### src/rtl/fifo_burst_reader.sv
// fifo_burst_reader: drains burst_len words from the async FIFO read port
// into a 2-deep skid buffer and streams them out on m_valid/m_ready.
//
// Ports:
//   rd_clk, rstn         read-domain clock, async active-low reset
//   start, burst_len     burst request (IDLE only), word count
//   abort                stop issuing reads (RUN only)
//   busy, done           state != IDLE, 1-cycle end-of-burst pulse
//   words_out            output handshakes this burst
//   err_underflow        sticky FIFO underflow flag
//   rd_en, rd_data       FIFO read port (data 1 cycle after rd_en)
//   empty, underflow     FIFO status
//   m_valid, m_ready     output stream handshake
//   m_data               output word (buffer head)
module fifo_burst_reader #(
  parameter int DATA_WIDTH = 8,
  parameter int LEN_WIDTH  = 8
) (
  input  logic                  rd_clk,
  input  logic                  rstn,
  input  logic                  start,
  input  logic [LEN_WIDTH-1:0]  burst_len,
  input  logic                  abort,
  output logic                  busy,
  output logic                  done,
  output logic [LEN_WIDTH-1:0]  words_out,
  output logic                  err_underflow,
  output logic                  rd_en,
  input  logic [DATA_WIDTH-1:0] rd_data,
  input  logic                  empty,
  input  logic                  underflow,
  output logic                  m_valid,
  input  logic                  m_ready,
  output logic [DATA_WIDTH-1:0] m_data
);

  typedef enum logic [1:0] {
    S_IDLE,
    S_RUN,
    S_FLUSH,
    S_DONE
  } state_t;

  state_t state;
  state_t state_n;

  logic [LEN_WIDTH-1:0]  len_q;
  logic [LEN_WIDTH-1:0]  issued;
  logic [LEN_WIDTH-1:0]  words_q;
  logic [DATA_WIDTH-1:0] buf_q [2];
  logic                  hd;
  logic                  tl;
  logic [1:0]            occ;
  logic                  inflight;
  logic                  err_q;

  logic                  pop;
  logic                  push;
  logic                  accept;
  logic [2:0]            need;

  assign pop    = m_valid & m_ready;
  assign push   = inflight;
  assign accept = start & (state == S_IDLE);

  // Entries that will be held next cycle if a new read is not issued;
  // a read is only issued if its word is guaranteed a free slot.
  assign need = {1'b0, occ}
              - {2'b00, pop}
              + {2'b00, inflight};

  assign rd_en = (state == S_RUN)
               & ~abort
               & ~empty
               & (issued < len_q)
               & (need < 3'd2);

  assign busy          = (state != S_IDLE);
  assign done          = (state == S_DONE);
  assign words_out     = words_q;
  assign err_underflow = err_q;
  assign m_valid       = (occ != 2'd0);
  assign m_data        = buf_q[hd];

  always_comb begin
    state_n = state;
    unique case (state)
      S_IDLE: begin
        if (start) begin
          if (burst_len != '0) state_n = S_RUN;
          else                 state_n = S_DONE;
        end
      end
      S_RUN: begin
        if ((issued == len_q) || abort)
          state_n = S_FLUSH;
      end
      S_FLUSH: begin
        if ((occ == 2'd0) && !inflight)
          state_n = S_DONE;
      end
      S_DONE: begin
        state_n = S_IDLE;
      end
      default: state_n = S_IDLE;
    endcase
  end

  always_ff @(posedge rd_clk or negedge rstn) begin
    if (!rstn) state <= S_IDLE;
    else       state <= state_n;
  end

  always_ff @(posedge rd_clk or negedge rstn) begin
    if (!rstn) begin
      len_q   <= '0;
      issued  <= '0;
      words_q <= '0;
    end else if (accept) begin
      len_q   <= burst_len;
      issued  <= '0;
      words_q <= '0;
    end else begin
      if (rd_en) issued  <= issued + 1'b1;
      if (pop)   words_q <= words_q + 1'b1;
    end
  end

  always_ff @(posedge rd_clk or negedge rstn) begin
    if (!rstn) begin
      inflight <= 1'b0;
      hd       <= 1'b0;
      tl       <= 1'b0;
      occ      <= 2'd0;
      for (int i = 0; i < 2; i++)
        buf_q[i] <= '0;
    end else begin
      inflight <= rd_en;
      if (push) begin
        buf_q[tl] <= rd_data;
        tl        <= ~tl;
      end
      if (pop) hd <= ~hd;
      unique case ({push, pop})
        2'b10:   occ <= occ + 2'd1;
        2'b01:   occ <= occ - 2'd1;
        default: occ <= occ;
      endcase
    end
  end

  always_ff @(posedge rd_clk or negedge rstn) begin
    if (!rstn)          err_q <= 1'b0;
    else if (underflow) err_q <= 1'b1;
  end

endmodule

### config.mk
export PLATFORM = sky130hd
export DESIGN_NAME = fifo_burst_reader
export DESIGN_NICKNAME = d
export VERILOG_FILES = /design/src/rtl/fifo_burst_reader.sv
export SDC_FILE = /design/constraint.sdc
export NUM_CORES = 1
export LEC_CHECK = 0
export ABC_AREA = 0
export CAP_MARGIN = 20
export CORE_MARGIN = 2
export CORE_UTILIZATION = 52
export DETAILED_ROUTE_END_ITERATION = 10
export PLACE_DENSITY = 0.86
export RECOVER_POWER = 100
export SLEW_MARGIN = 40
export SYNTH_ARGS = -nofsm -noshare
export SYNTH_HDL_FRONTEND = slang
export SYNTH_SLANG_ARGS = --single-unit
### constraint.sdc
create_clock -name rd_clk -period 4 [get_ports rd_clk]
set_input_delay 0.8 -clock rd_clk [delete_from_list [all_inputs] [get_ports rd_clk]]
set_output_delay 0.8 -clock rd_clk [all_outputs]
set_load 0.05 [all_outputs]
==> results.cfg <==
[logic_synthesis]
avgSynthCellArea_um2 = 10.9
netlist_area_um2 = 2460
yosys.area.top_type_share = 0.488
synth-compound-area-share = 0.0884
synth_area_leader_cell = dfrtp_1
synth_xor_area_frac = 0.0462
synth_cells = 227
ys_types = 35
synthSimpleGateAreaFrac = 0.141
syn_nets = 266
synthMuxAreaShare = 0.118
synth_top_family_by_area = simple AND/OR/NAND/NOR gates
synth.ff_latch_count = 48
yosysWarnings = 0
async_flop_share = 1.00
synthFlopType = dfrtp_1
seq_area_frac_synth = 0.488
synth_edf_count = 0
yosys-top-cells-area = dfrtp_1 49%, mux2_2 11%, ha_1 7.6%
synth_fa_ha_area_frac = 0.0843

[global_routing]
gr-total-overflow = 0
grt_use_total = 0.201
grt_max_degree = 49
first_global_vias = 1753
grt_pass1_wl_mm = 8.10
antenna_found_initial = 0

[timing]
hold_viol_final = 0
fin_ws_ns = 0.247
clock.fmax_mhz = 266
finalSetupViolCount = 0
min_period_ns = 3.75
slew_violations = 49
tightestPinTransition_ns = 2.53
relSlewSlack = -0.686
post-route-period-util = 0.938
fin_tns_setup_ns = 0
clock_skew_ns = 0.00502
grt_setup_unrepaired = no

[layout]
diodes = 0
final_common_cell = dfrtp_1
fin_cells = 326
drive_above_1_share = 0.143
multi_input_area_um2 = 1180
ff_latch_area_um2 = 1200
area_growth_pct = 23.8
nNetsFinal = 310
mostFrequentLayoutCells = 48 x dfrtp_1, 24 x mux2_2, 22 x nand2_1, 22 x dlygate4sd3_1, 19 x clkdlybuf4s50_1
nFillCells = 367

[detailed_routing]
drc_errors = 0
dr.pass1.iters = 4
routed_wl_mm = 4.69
vias = 1833
drt-initial-drc-count = 101
vias_per_cell = 5.62
ant_nets = 0
routedWlPerCell_um = 14.4

[worst_setup_path]
crit_path_cell_trace = clkdlybuf4s50_1, xor2_1, nand2_1, fa_1, nor3b_1, and4_1, o21ai_2, nor2_2, buf_12
path_max_fanout = 5
critPathRequiredTime_ns = 3.20
critical_path_buf_inv_count = 2
cpPeakStageDelay_ns = 0.55
path_delay_family = buffers and inverters
cp-start-kind = primary input
cp-end-kind = output port
r2r_setup_slack_ns = 1.14
critical_path_class = in2out
critPathSlowestCell = clkdlybuf4s50_1
cp.arrival_ns = 2.95

[placed_design]
port-buffer-count = 43
gp_congestion = 0.789
dp_cells = 318
post-dp-hpwl_mm = 3.39
dp_slack_ns = 0.216

[run_status]
violations = capacitance limit, slew limit
status = complete, but fails checks

[power]
vdd_drop_max_v = 0.000346
power_density_nw_per_um2 = 718
p_total_w = 0.00219
p_leak_nw = 1.34

[clock_network]
cts.sinks = 48
htreeDepth = 2
numCtsBuffers = 5
path_clk_slew_ns = 0.08
clk_latency_ns = 0.31
clk_path_buf_depth = 2
cts_tree = yes
cts_root_buf = clkbuf_8
cts_setup_buffers = 0

[floorplanning]
die_w_um = 72.8
start_util = 0.532
fp.dieArea_um2 = 5300
core-area_um2 = 4630
rows = 25
die_h_um = 72.8
io_pins = 44

[hold_path]
hp-class = reg2reg

[run]
cap_violations = 1
-- final timing paths --
path,from,endpoint,cells after the start
max,m_ready,rd_en,9
max in group asynchronous,rstn,issued[6],1
max reg2reg,occ[1],issued[4],9
min in group asynchronous,rstn,buf_q[4],1
min,err_underflow,err_underflow,1
min reg2reg,err_underflow,err_underflow,1
-- sequential cells by signal, summed over array words and instances, names as in the netlist --
register / cells
buf_q: 16
issued: 8
len_q: 8
words_out: 8
occ: 2
state: 2
err_underflow: 1
hd: 1
inflight: 1
tl: 1
-- metal layers --
layer | routed length [µm] | GRT usage
met5 | 0 | 0
met1 | 2180 | 0.268
met2 | 2220 | 0.315
met3 | 223 | 0.0497
met4 | 68 | 0.0844
-- final cells by class --
class | count | share of cell area
Clock buffer | 6 | 0.0238
Clock inverter | 2 | 0.0115
Inverter | 12 | 0.0148
Multi-Input combinational cell | 158 | 0.388
Sequential cell | 48 | 0.394
Tap cell | 54 | 0.0222
Timing Repair Buffer | 46 | 0.146
-- cell usage after synthesis, types with 4 or more instances --
| cell type | instances |
|---|---|
| dfrtp_1 | 48 |
| mux2_2 | 24 |
| nand2_1 | 22 |
| ha_1 | 15 |
| a21oi_1 | 13 |
| inv_1 | 12 |
| o21ai_0 | 12 |
| nor2_1 | 10 |
| clkbuf_1 | 8 |
| xnor2_1 | 7 |
| nand4_1 | 6 |
| o31ai_1 | 6 |
| or4_1 | 6 |
| xor2_1 | 6 |
| nand3_1 | 4 |
| nor2b_1 | 4 |
-- where the power goes --
part / internal, W / switching, W
logic: 0.000423 / 0.000639
clock network: 0.000186 / 0.000161
registers: 0.000654 / 0.000128
total: 0.00126 / 0.000928
-- timing repair --
item,4_1_cts,5_1_grt
hold buffers,0,0
gates resized for setup,0,1
endpoints found under the setup margin,0,1
-- kinds of logic after synthesis --
group,after synthesis
adders and majority gates,16
DFF,48
muxes,26
xor gates and xnor gates,13
AOI/OAI and AO/OA,37
buffers and inverters,21
and+or+nand+nor,66
-- worst register-to-register path, stage by stage (launching register included) --
cell and delay (ns):
dfrtp_1 0.49, o21ai_0 0.24, nor2_1 0.09, fa_1 0.51, nor3b_1 0.17, and4_1 0.23, o21ai_2 0.07, clkbuf_1 0.24
or4_1 0.56, a21oi_1 0.16
-- through the flow --
| step | area, µm² | hold slack (ns) | util |
|---|---|---|---|
| finish | 3050 | 0.468 | 0.659 |
| global route | 3050 | 0.517 | 0.659 |
| CTS | 3060 | 0.482 | 0.661 |
| detailed placement | 2950 | 0.462 | 0.638 |
| global placement | 2950 | 0.451 | 0.637 |
| floorplan | 2460 | 0.452 | - |
No activity file was read; power rests on OpenSTA's default activity.
